===== src/rtl/rob_pkg.sv =====
// Shared types and sizing for the reorder buffer.
// Optional feature macro: ROB_EXCEPTION_EN adds a per-entry exception bit.
package rob_pkg;

   localparam int ROB_SIZE       = 16;
   localparam int ROB_SIZE_WIDTH = $clog2(ROB_SIZE);
   localparam int ARCH_REG_W     = 5;
   localparam int PHY_REG_W      = 7;
   localparam int CNT_W          = ROB_SIZE_WIDTH + 1;

   typedef logic [ROB_SIZE_WIDTH-1:0] rob_tag_t;

   typedef struct packed {
      logic                  valid;
      logic                  done;
      logic                  branch_op;
      logic [ARCH_REG_W-1:0] arch_rd;
      logic [PHY_REG_W-1:0]  phy_rd;
      logic [PHY_REG_W-1:0]  old_phy_rd;
`ifdef ROB_EXCEPTION_EN
      logic                  exception;
`endif
   } rob_entry_t;

endpackage


===== src/rtl/rob_ptr_ctr.sv =====
// Head/tail wrapping pointers plus occupancy count for the reorder buffer.
// Flush (ROB_EXCEPTION_EN builds) returns everything to the empty state.
module rob_ptr_ctr
   import rob_pkg::*;
(
   input  logic                      clk,
   input  logic                      reset,
   input  logic                      push_i,
   input  logic                      pop_i,
   input  logic                      flush_i,
   output logic [ROB_SIZE_WIDTH-1:0] head_o,
   output logic [ROB_SIZE_WIDTH-1:0] tail_o,
   output logic [ROB_SIZE_WIDTH:0]   count_o
);

   rob_tag_t         head_q, head_d;
   rob_tag_t         tail_q, tail_d;
   logic [CNT_W-1:0] count_q, count_d;

   always_comb begin
      head_d  = head_q;
      tail_d  = tail_q;
      count_d = count_q;
      if (flush_i) begin
         head_d  = '0;
         tail_d  = '0;
         count_d = '0;
      end else begin
         if (push_i) tail_d = tail_q + 1'b1;
         if (pop_i)  head_d = head_q + 1'b1;
         // Push and pop together leave occupancy unchanged.
         case ({push_i, pop_i})
            2'b10:   count_d = count_q + 1'b1;
            2'b01:   count_d = count_q - 1'b1;
            default: count_d = count_q;
         endcase
      end
   end

   always_ff @(posedge clk or posedge reset) begin
      if (reset) begin
         head_q  <= '0;
         tail_q  <= '0;
         count_q <= '0;
      end else begin
         head_q  <= head_d;
         tail_q  <= tail_d;
         count_q <= count_d;
      end
   end

   assign head_o  = head_q;
   assign tail_o  = tail_q;
   assign count_o = count_q;

endmodule


===== src/rtl/reorder_buffer.sv =====
// In-order retirement buffer: allocate at tail, mark done on writeback, retire head.
// Optional feature macro: ROB_EXCEPTION_EN (faulting head flushes the whole buffer).
module reorder_buffer
   import rob_pkg::*;
(
   input  logic                      clk,
   input  logic                      reset,
   input  logic                      alloc_valid,
   input  logic                      alloc_branch_op,
   input  logic [ARCH_REG_W-1:0]     alloc_arch_rd,
   input  logic [PHY_REG_W-1:0]      alloc_phy_rd,
   input  logic [PHY_REG_W-1:0]      alloc_old_phy_rd,
   output logic [ROB_SIZE_WIDTH-1:0] alloc_tag,
   input  logic                      wb_valid,
   input  logic [ROB_SIZE_WIDTH-1:0] wb_tag,
   input  logic                      wb_exception,
   output logic                      rob_full,
   output logic                      rob_empty,
   output logic                      commit_valid,
   output logic                      commited_branch_op,
   output logic [ROB_SIZE_WIDTH-1:0] commited_branch_tag,
   output logic [ARCH_REG_W-1:0]     commit_arch_rd,
   output logic [PHY_REG_W-1:0]      commit_phy_rd,
   output logic [PHY_REG_W-1:0]      commit_old_phy_rd,
   output logic                      commit_exception
);

   rob_entry_t       entries_q [ROB_SIZE];
   rob_entry_t       entries_d [ROB_SIZE];
   rob_entry_t       head_entry;
   rob_tag_t         head, tail;
   logic [CNT_W-1:0] count;
   logic             alloc_ok;
   logic             flush;

   assign head_entry = entries_q[head];
   assign rob_full   = (count == CNT_W'(ROB_SIZE));
   assign rob_empty  = (count == '0);

`ifdef ROB_EXCEPTION_EN
   assign flush        = head_entry.valid & head_entry.done & head_entry.exception;
   assign commit_valid = head_entry.valid & head_entry.done & ~head_entry.exception;
`else
   logic unused_wb_exception;
   assign unused_wb_exception = wb_exception;
   assign flush        = 1'b0;
   assign commit_valid = head_entry.valid & head_entry.done;
`endif

   // rob_full is from the registered count, so a same-cycle commit cannot free a slot.
   assign alloc_ok  = alloc_valid & ~rob_full & ~flush;
   assign alloc_tag = tail;

   assign commit_exception    = flush;
   assign commited_branch_op  = commit_valid & head_entry.branch_op;
   assign commited_branch_tag = head;
   assign commit_arch_rd      = head_entry.arch_rd;
   assign commit_phy_rd       = head_entry.phy_rd;
   assign commit_old_phy_rd   = head_entry.old_phy_rd;

   rob_ptr_ctr u_ptr (
      .clk     (clk),
      .reset   (reset),
      .push_i  (alloc_ok),
      .pop_i   (commit_valid),
      .flush_i (flush),
      .head_o  (head),
      .tail_o  (tail),
      .count_o (count)
   );

   always_comb begin
      entries_d = entries_q;
      if (wb_valid && entries_q[wb_tag].valid) begin
         entries_d[wb_tag].done = 1'b1;
`ifdef ROB_EXCEPTION_EN
         entries_d[wb_tag].exception = wb_exception;
`endif
      end
      if (commit_valid) entries_d[head] = '0;
      if (alloc_ok) begin
         entries_d[tail].valid      = 1'b1;
         entries_d[tail].done       = 1'b0;
         entries_d[tail].branch_op  = alloc_branch_op;
         entries_d[tail].arch_rd    = alloc_arch_rd;
         entries_d[tail].phy_rd     = alloc_phy_rd;
         entries_d[tail].old_phy_rd = alloc_old_phy_rd;
`ifdef ROB_EXCEPTION_EN
         entries_d[tail].exception  = 1'b0;
`endif
      end
      if (flush) begin
         for (int i = 0; i < ROB_SIZE; i++) entries_d[i] = '0;
      end
   end

   always_ff @(posedge clk or posedge reset) begin
      if (reset) begin
         for (int i = 0; i < ROB_SIZE; i++) entries_q[i] <= '0;
      end else begin
         entries_q <= entries_d;
      end
   end

endmodule


===== config.mk =====
export PLATFORM = sky130hd
export DESIGN_NAME = reorder_buffer
export DESIGN_NICKNAME = d
export VERILOG_FILES = /design/src/rtl/rob_pkg.sv /design/src/rtl/rob_ptr_ctr.sv /design/src/rtl/reorder_buffer.sv
export SDC_FILE = /design/constraint.sdc
export NUM_CORES = 1
export LEC_CHECK = 0
export BUFFER_PORTS_ARGS = -buffer_cell sky130_fd_sc_hd__buf_4
export CAP_MARGIN = 20
export CORE_MARGIN = 2
export CORE_UTILIZATION = 55
export CTS_BUF_LIST = sky130_fd_sc_hd__clkbuf_2
export DETAILED_ROUTE_END_ITERATION = 10
export GPL_ROUTABILITY_DRIVEN = 0
export HOLD_SLACK_MARGIN = 0.15
export PLACE_DENSITY = 0.72
export REMOVE_ABC_BUFFERS = 1
export SYNTH_ARGS = -nofsm -noshare
export SYNTH_HDL_FRONTEND = slang
export SYNTH_SLANG_ARGS = --single-unit

===== constraint.sdc =====
create_clock -name clk -period 13.2 [get_ports clk]
set_clock_uncertainty 0.05 [all_clocks]
set_input_delay 0 -clock clk [delete_from_list [all_inputs] [get_ports clk]]
set_output_delay 0 -clock clk [all_outputs]
set_load 0.005 [all_outputs]

==> flow_summary_export.csv, run 1 <==
group,metric,value,unit
drt,antenna_left,0,
clocking,insertion_delay,950,ps
drt,wire_per_inst,27.4,um
pwr,powerDensity,260,mW/mm^2
pwr,leakage,8.88,nW
global_route,antenna_found_initial,1,
sta,period_share,0.332,
sta,slew_headroom,0.270,
sta,finalHoldViolations,0,
floorplanning,coreArea,0.0296,mm^2
global_route,grt_pass1_vias,12200,
setup_path,arrival,5210,ps
drt,drc,0,
clocking,post_cts_resized,0,
final_layout,nets,1301,
floorplanning,die_x,177,um
pwr,fin_total_pwr,0.00485,W
floorplanning,initial_utilization,0.558,
global_route,grtUsageTotal,0.316,
sta,layout_setup_ws,8820,ps
setup_path,worst_r2r_path_depth,14,
sta,worstMarginPinSlew,1100,ps
floorplanning,die_h,177,um
logic_synthesis,async_flop_share,1.00,
sta,max_freq,0.228,GHz
global_route,grt_pass1_wl,73.6,mm
final_layout,area_growth,13.2,%
final_layout,drive_gt1_frac,0.282,
floorplanning,core.rowCount,63,
clocking,cts_tree,"built",
worst_hold_path,hold_class,"primary input to async pin",
drt,dr.pass1.iters,5,
clocking,cts_buffer_depth,3,
logic_synthesis,yosysTopAreaCellShare,0.554,
pwr,ir_drop,0.135,mV
sta,period_minus_slack,4380,ps
logic_synthesis,ys_seq_elements,365,
setup_path,end_kind,"flop",
logic_synthesis,synth_seq_area_share,0.554,
floorplanning,dieArea,0.0314,mm^2
clocking,numCtsBuffers,95,
clocking,clk_pin_slew,110,ps
final_layout,layout.cells.non_filler,1722,
status,status,"finished clean",
global_route,grt_max_degree,175,
clocking,root_buffer,"clkbuf_2",
drt,wirelength,47.1,mm
place,dpl.hpwl,25.2,mm
place,post-place-ws,8120,ps
sta,finalMaxSlewViolations,0,
drt,routed_via_density,6.82,
clocking,cts_htree_levels,3,
sta,tns,0,ps
floorplanning,ios,61,
logic_synthesis,synth_area,0.0165,mm^2
run,cap_viol_max_count,0,
drt,drt_iter0_drc,1386,
logic_synthesis,yosysTopAreaCell,"dfrtp_1",
setup_path,crit_path_start_kind,"flop",
place,dp_cells,1490,
logic_synthesis,yosysUniqueCellTypes,52,
setup_path,path_class,"flop to flop",
clocking,cts.sinks,365,
sta,rsz0062_at_grt,"false",
logic_synthesis,synthTopCellsByArea,"dfrtp_1 55%, a22o_1 17%, mux4_2 15%, clkbuf_1 1.5%, buf_2 1.3%",
logic_synthesis,yosysWarnings,0,
setup_path,r2r_end,"u_ptr.count_o[4]",
global_route,grt_remaining_overflow,0,
logic_synthesis,synth_edf_count,0,
setup_path,critPathMaxFanout,46,
setup_path,rrSetupSlack,8820,ps
setup_path,cp.required,14020,ps
drt,vias,11800,
logic_synthesis,ys.flop_type,"dfrtp_1",
place,io_buffers,58,
logic_synthesis,avgSynthCellArea,14.4,um^2
sta,setup_violations,0,
logic_synthesis,synth_cells,1147,
setup_path,reg2reg_from,"u_ptr.head_o[1]",
## placed cells by master (no fill, tap or decap), types with 2 or more instances in the layout
master         instances
a21o_1                19
a21oi_1               16
a21oi_2               12
a22o_1               321
a31oi_1                5
a41oi_2                4
and2_1                 7
and3_1                13
and4_1                 5
and4b_1                2
buf_4                 96
bufinv_16              2
clkbuf_2             132
clkinv_1              29
clkinv_2               3
dfrtp_1              361
dfrtp_2                2
dfrtp_4                2
dlygate4sd3_1         61
ha_1                  12
inv_1                  6
mux2_2                 4
mux2i_1                8
mux4_2               107
nand2_1               21
nand4_1                5
nor2_1                 7
nor2b_1               23
o21a_1                 2
o21ai_0                4
o2bb2ai_1              2
xnor2_1                4
xor2_1                 6
## layer usage
metal / wire (um) / vias up / track usage
met5: 0 / - / 0
met4: 1560 / 0 / 0.128
met3: 4820 / 126 / 0.0825
met2: 21800 / 692 / 0.464
met1: 19000 / 6154 / 0.453
li1: - / 4779 / -
## cells in the mapped netlist (2+ instances only)
library cell / n
nand4_1: 5
buf_4: 3
inv_1: 7
and4b_1: 2
buf_6: 6
a41oi_1: 4
o21a_1: 2
nor2_1: 7
and2_1: 7
and4_1: 5
nand2_1: 21
buf_2: 44
buf_1: 25
a31oi_1: 5
xnor2_1: 4
mux4_2: 107
ha_1: 12
mux2_2: 4
clkbuf_1: 65
dfrtp_1: 365
xor2_1: 6
mux2i_1: 8
a21oi_1: 28
a22o_1: 321
o2bb2ai_1: 2
a21o_1: 19
and3_1: 13
nor2b_1: 23
o21ai_0: 4
## worst max-delay path, stage by stage, from the launching register on
cell	delay [ps]
dfrtp_4	960
buf_4	400
mux2i_1	150
a21boi_2	490
nand2_1	240
o2bb2ai_1	200
buf_4	180
ha_1	390
xor2_1	200
ha_1	210
a21boi_0	190
o221ai_1	160
a21o_1	200
a21oi_1	160
xor2_1	180
## power breakdown
group          total (W)  switching, W  leakage, nW  internal (W)
clock network   0.000784      0.000473        0.642      0.000311
registers        0.00203      0.000401         4.67       0.00163
logic            0.00204      0.000879         3.56       0.00116
## layout make-up
type	instances	area (um^2)
clock buffers	132	661
clock inverters	36	201
repair buffers	159	1380
inverters	7	33.8
flip-flops and latches	365	9140
well taps	390	488
fillers	2252	10900
diodes	1	2.50
multi-input cells	632	6750
## cell families after synthesis
family / Yosys count / share of synthesized area
other: 1 / 0.000227
muxes: 119 / 0.154
DFF: 365 / 0.554
xor gates and xnor gates: 10 / 0.00531
and+or+nand+nor: 92 / 0.0339
adders and majority gates: 12 / 0.00911
buffers and inverters: 150 / 0.0409
AOI/OAI and AO/OA: 398 / 0.203
## worst max path at each step
stage / start / endpoint / slack, ps / depth (start not counted)
6_report: u_ptr.head_o[1] / u_ptr.count_o[4] / 8820 / 14
5_1_grt: u_ptr.head_o[0] / u_ptr.count_o[4] / 8450 / 14
4_1_cts: u_ptr.head_o[1] / u_ptr.count_o[4] / 8150 / 14
3_5_place_dp: u_ptr.head_o[1] / u_ptr.count_o[4] / 8120 / 14
3_3_place_gp: u_ptr.head_o[1] / u_ptr.count_o[4] / 8220 / 14
2_1_floorplan: reset / entries_q[0] / 3020 / 1
## metrics by stage
step	hold slack (ps)	instance area, um^2	utilization
floorplan	89.9	15800	-
global placement	174	17200	0.580
detailed placement	169	17200	0.580
CTS	153	18600	0.630
global route	361	18700	0.631
finish	358	18700	0.631
## flip-flops by register name (all words and copies together), names as in the netlist
register / flops
entries_q: 352
u_ptr.count_o: 5
u_ptr.head_o: 4
u_ptr.tail_o: 4
## repair_timing
action                                 in CTS  in global routing
buffers inserted                            0                  0
endpoints found under the hold margin     641                  1
setup endpoints to repair                   0                  0
hold buffers                               60                  1
Note: power is estimated with default switching activity, not from simulation.
==> run 2, diff against run 1 <==
--- a/config.mk
+++ b/config.mk
@@ -13,7 +13,7 @@
 export DETAILED_ROUTE_END_ITERATION = 10
 export GPL_ROUTABILITY_DRIVEN = 0
 export HOLD_SLACK_MARGIN = 0.15
-export PLACE_DENSITY = 0.72
+export PLACE_DENSITY = 0.75
 export REMOVE_ABC_BUFFERS = 1
 export SYNTH_ARGS = -nofsm -noshare
 export SYNTH_HDL_FRONTEND = slang
==> constraint.sdc (replaced) <==
create_clock -name clk -period 3.7 [get_ports clk]
set_clock_uncertainty 0.05 [all_clocks]
set_input_delay 0 -clock clk [delete_from_list [all_inputs] [get_ports clk]]
set_output_delay 0 -clock clk [all_outputs]
set_load 0.005 [all_outputs]
==> flow_summary_export.csv, run 2 (synthesis results as in run 1) <==
group,metric,value,unit
global_route,grtUsageTotal,0.317,
final_layout,seqCellArea,0.00914,mm^2
setup_path,arrival,3510,ps
floorplanning,initial_utilization,0.558,
global_route,grt_pass1_vias,12300,
sta,max_freq,0.281,GHz
global_route,grt_busiest_layer,"met2",
floorplanning,die_h,177,um
drt,drc,0,
sta,slew_headroom,0.309,
pwr,ir_drop,0.540,mV
drt,wire_per_inst,27.9,um
final_layout,top_register,"entries_q",
final_layout,area_growth,13.3,%
clocking,cts.sinks,365,
sta,tns,0,ps
pwr,p_sw_frac,0.364,
worst_hold_path,hold_class,"primary input to flop",
floorplanning,dieArea,0.0314,mm^2
clocking,cts_htree_levels,3,
final_layout,nets,1308,
sta,setup_violations,0,
pwr,pwr-share-comb,0.438,
global_route,grt_max_degree,128,
final_layout,largest_reg_flops,352,
sta,period_minus_slack,3560,ps
pwr,seq_power_share,0.409,
drt,dr.pass1.iters,5,
drt,routed_via_density,6.88,
floorplanning,ios,61,
setup_path,path_class,"flop to primary output",
setup_path,critPathMaxFanout,57,
floorplanning,coreArea,0.0296,mm^2
sta,rsz0062_at_grt,"false",
final_layout,drive_gt1_frac,0.294,
pwr,powerDensity,926,mW/mm^2
drt,vias,11800,
pwr,internal-power,0.0110,W
setup_path,crit_path_start_kind,"flop",
clocking,insertion_delay,930,ps
pwr,leakage,8.89,nW
final_layout,final_cell_mix,"361 x dfrtp_1, 321 x a22o_1, 128 x clkbuf_2, 107 x mux4_2, 107 x buf_4",
final_layout,fillers,2234,
clocking,numCtsBuffers,90,
clocking,cts_buffer_depth,3,
sta,period_share,0.962,
setup_path,end_kind,"primary output",
pwr,switching_power,0.00630,W
sta,finalMaxSlewViolations,0,
global_route,grt_remaining_overflow,0,
clocking,cts_tree,"built",
global_route,grt_pass1_wl,74.3,mm
global_route,use_met1,0.445,
clocking,clk_pin_slew,110,ps
drt,drt_iter0_drc,1388,
pwr,fin_total_pwr,0.0173,W
place,io_buffers,58,
setup_path,cp.required,3650,ps
sta,finalHoldViolations,0,
drt,wirelength,47.9,mm
final_layout,multi_input_area,0.00675,mm^2
global_route,met2_usage,0.477,
sta,worstMarginPinSlew,1040,ps
floorplanning,die_x,177,um
pwr,power_frac_clock,0.153,
clocking,root_buffer,"clkbuf_2",
status,status,"finished clean",
run,cap_viol_max_count,0,
drt,antenna_left,0,
global_route,antenna_found_initial,1,
clocking,post_cts_buffers,0,
place,dpl.hpwl,26.8,mm
floorplanning,core.rowCount,63,
global_route,use_met3,0.0878,
final_layout,final_common_cell,"dfrtp_1",
[run 2: cell types whose count changed in the layout (fill, tap and decap cells not counted), sizes merged]
cell / change
clkbuf: -3
clkinv: -19
clkinvlp: +2
bufinv: -1
inv: +1
dlygate4sd3: -3
buf: +14
[run 2: routing by layer]
layer / up-vias / part of all wire
met1: 6174 / 0.40
li1: 4775 / -
met3: 142 / 0.10
met2: 700 / 0.47
met4: 0 / 0.034
met5: - / 0
[run 2: layout make-up]
class                           count  area share
Inverter                            7     0.00181
Multi-Input combinational cell    632       0.362
Antenna cell                        1    0.000134
Tap cell                          390      0.0261
Clock inverter                     19     0.00670
Sequential cell                   365       0.490
Clock buffer                      128      0.0343
Timing Repair Buffer              171      0.0795
[run 2: timing repair]
action | CTS | global route
hold endpoints to repair | 712 | 1
hold buffers | 57 | 1
resized for setup | 1 | 2
setup endpoints to repair | 1 | 1
[run 2: power by group through the flow]
stage          sequential, W  clock (W)  combinational, W
6_report             0.00707    0.00264           0.00758
5_1_grt              0.00727    0.00291           0.00806
4_1_cts              0.00703    0.00268           0.00754
3_5_place_dp         0.00706          0           0.00744
3_3_place_gp         0.00697          0           0.00725
2_1_floorplan        0.00703          0           0.00495
[run 2: path summary, 6_finish.rpt]
path	endpoint	cells after the start	slack, ps	from
worst min register to register	entries_q[70]	1	450	entries_q[70]
worst max register to register	u_ptr.count_o[4]	12	420	u_ptr.head_o[1]
worst max-delay path	commited_branch_op	5	140	u_ptr.head_o[0]
min in group asynchronous	entries_q[346]	4	320	reset
worst min-delay path	entries_q[218]	5	180	wb_tag[1]
max in group asynchronous	entries_q[115]	5	2220	reset
[run 2: stage by stage]
step | utilization | hold slack [ps] | instances | cell area, um^2 | worst slack, ps
floorplan | - | 89.9 | 1004 | 15800 | -6480
global placement | 0.585 | 181 | 1505 | 17300 | 493
detailed placement | 0.585 | 190 | 1506 | 17300 | 436
CTS | 0.631 | 154 | 1710 | 18600 | 62.2
global route | 0.632 | 181 | 1713 | 18700 | 19.4
finish | 0.632 | 183 | 1713 | 18700 | 139
[run 2: critical path, stage by stage, from the launching register on]
cell,delay [ps]
dfrtp_4,520
clkbuf_8,540
mux4_2,590
mux4_2,540
and2_1,180
buf_4,130
==> run 3, diff against run 2 <==
--- a/config.mk
+++ b/config.mk
@@ -7,13 +7,15 @@
 export LEC_CHECK = 0
 export BUFFER_PORTS_ARGS = -buffer_cell sky130_fd_sc_hd__buf_4
 export CAP_MARGIN = 20
+export CELL_PAD_IN_SITES_DETAIL_PLACEMENT = 2
+export CELL_PAD_IN_SITES_GLOBAL_PLACEMENT = 2
 export CORE_MARGIN = 2
-export CORE_UTILIZATION = 55
+export CORE_UTILIZATION = 42
 export CTS_BUF_LIST = sky130_fd_sc_hd__clkbuf_2
 export DETAILED_ROUTE_END_ITERATION = 10
 export GPL_ROUTABILITY_DRIVEN = 0
 export HOLD_SLACK_MARGIN = 0.15
-export PLACE_DENSITY = 0.75
+export PLACE_DENSITY_LB_ADDON = 0.1
 export REMOVE_ABC_BUFFERS = 1
 export SYNTH_ARGS = -nofsm -noshare
 export SYNTH_HDL_FRONTEND = slang
==> flow_summary_export.csv, run 3 (synthesis results as in run 1) <==
group,metric,value,unit
global_route,antenna_found_initial,1,
sta,max_freq,0.284,GHz
final_layout,area_growth,15.5,%
setup_path,path_class,"flop to flop",
clocking,cts.sinks,365,
pwr,powerDensity,938,mW/mm^2
clocking,cts_buffer_depth,3,
drt,wl_met1,23.8,mm
global_route,grt_remaining_overflow,0,
final_layout,drive_gt1_frac,0.302,
pwr,leakage,9.02,nW
drt,top_layer,"met4",
floorplanning,core.rowCount,72,
sta,period_minus_slack,3530,ps
pwr,ir_drop,0.371,mV
setup_path,r2r_end,"entries_q[297]",
drt,drt_iter0_drc,924,
place,dpl.hpwl,32.7,mm
place,io_buffers,58,
drt,dr_wl_met2,28.2,mm
drt,wire_per_inst,30.5,um
sta,rsz0062_at_grt,"false",
run,cap_viol_max_count,0,
drt,vias,11900,
floorplanning,coreArea,0.0387,mm^2
status,status,"finished clean",
setup_path,critPathMaxFanout,15,
clocking,root_buffer,"clkbuf_2",
final_layout,final_common_cell,"dfrtp_1",
sta,setup_violations,0,
global_route,grt_pass1_vias,13300,
clocking,cts_htree_levels,3,
sta,slew_headroom,0.365,
worst_hold_path,hold_class,"primary input to async pin",
setup_path,crit_path_start_kind,"flop",
drt,wirelength,57.3,mm
final_layout,nets,1326,
setup_path,rrSetupSlack,170,ps
final_layout,fillers,3712,
setup_path,reg2reg_from,"u_ptr.head_o[1]",
drt,routed_via_density,6.33,
setup_path,arrival,4510,ps
setup_path,worst_r2r_path_depth,8,
sta,finalMaxSlewViolations,0,
drt,antenna_left,0,
setup_path,end_kind,"flop",
sta,whs,277,ps
clocking,cts_tree,"built",
floorplanning,ios,61,
global_route,grt_max_degree,124,
drt,drc,0,
clocking,insertion_delay,1060,ps
floorplanning,initial_utilization,0.426,
drt,dr.pass1.iters,5,
final_layout,largest_reg_flops,352,
setup_path,cp.required,4680,ps
drt,wl_met3,3.88,mm
sta,finalHoldViolations,0,
floorplanning,die_x,202,um
floorplanning,die_h,202,um
sta,tns,0,ps
final_layout,top_register,"entries_q",
global_route,grt_pass1_wl,89.3,mm
sta,period_share,0.953,
floorplanning,dieArea,0.0409,mm^2
global_route,grtUsageTotal,0.295,
clocking,numCtsBuffers,98,
final_layout,final_cell_mix,"361 x dfrtp_1, 321 x a22o_1, 145 x clkbuf_2, 110 x buf_4, 107 x mux4_2",
clocking,clk_pin_slew,110,ps
sta,worstMarginPinSlew,952,ps
[run 3: cell count changes in the layout (fill, tap and decap cells not counted), sizes merged]
cell,change
clkbuf,+16
clkinv,+11
buf,+6
dlygate4sd3,+5
bufinv,-1
[run 3: through the flow]
step	power [W]	area [um^2]	setup slack [ps]	std cells	util
final	0.0179	19000	175	1878	0.492
after global routing	0.0190	19000	19.4	1878	0.492
after CTS	0.0180	19000	9.00	1877	0.492
after detailed placement	0.0149	17500	405	1639	0.452
after global placement	0.0146	17500	496	1639	0.452
after floorplan	0.0120	15800	-6480	1004	-
[run 3: final cells by class]
| cell class | count | area (um^2) | area share |
|---|---|---|---|
| Antenna cell | 1 | 2.50 | 0.000131 |
| Clock buffer | 145 | 726 | 0.0381 |
| Clock inverter | 29 | 129 | 0.00677 |
| Inverter | 7 | 33.8 | 0.00177 |
| Multi-Input combinational cell | 632 | 6750 | 0.355 |
| Sequential cell | 365 | 9140 | 0.480 |
| Tap cell | 518 | 648 | 0.0340 |
| Timing Repair Buffer | 181 | 1610 | 0.0846 |
[run 3: metal layers]
layer,GRT usage,up-vias
li1,-,4823
met1,0.400,6530
met2,0.480,427
met4,0.0879,0
met3,0.0629,103
met5,0,-
[run 3: worst max-delay path by stage]
stage	startpoint	endpoint	slack, ps	cells after the start
floorplan	reset	entries_q[0]	-6480	1
global placement	u_ptr.head_o[1]	u_ptr.count_o[4]	500	11
detailed placement	u_ptr.head_o[1]	u_ptr.count_o[4]	410	12
CTS	u_ptr.head_o[0]	commit_arch_rd[1]	9	5
global route	u_ptr.head_o[0]	commit_arch_rd[1]	20	5
finish	u_ptr.head_o[1]	entries_q[297]	170	8
[run 3: report_power, final]
part	switching [W]	leakage [nW]	total [W]	internal, W
Sequential	0.00130	4.67	0.00711	0.00581
Combinational	0.00362	3.69	0.00789	0.00427
Clock	0.00181	0.660	0.00286	0.00105
[run 3: critical path, stage by stage, from the launching register on]
cell and delay, ps:
dfrtp_4 600, buf_4 260, mux4_2 520, nor4b_4 140
buf_4 200, a21oi_2 580, buf_4 420, a22o_1 170
dlygate4sd3_1 540
[run 3: repair_timing]
action | CTS | global route
endpoints found under the hold margin | 725 | 0
hold buffers | 63 | 0
buffers inserted | 1 | 0
setup endpoints to repair | 15 | 8
resized for setup | 10 | 1
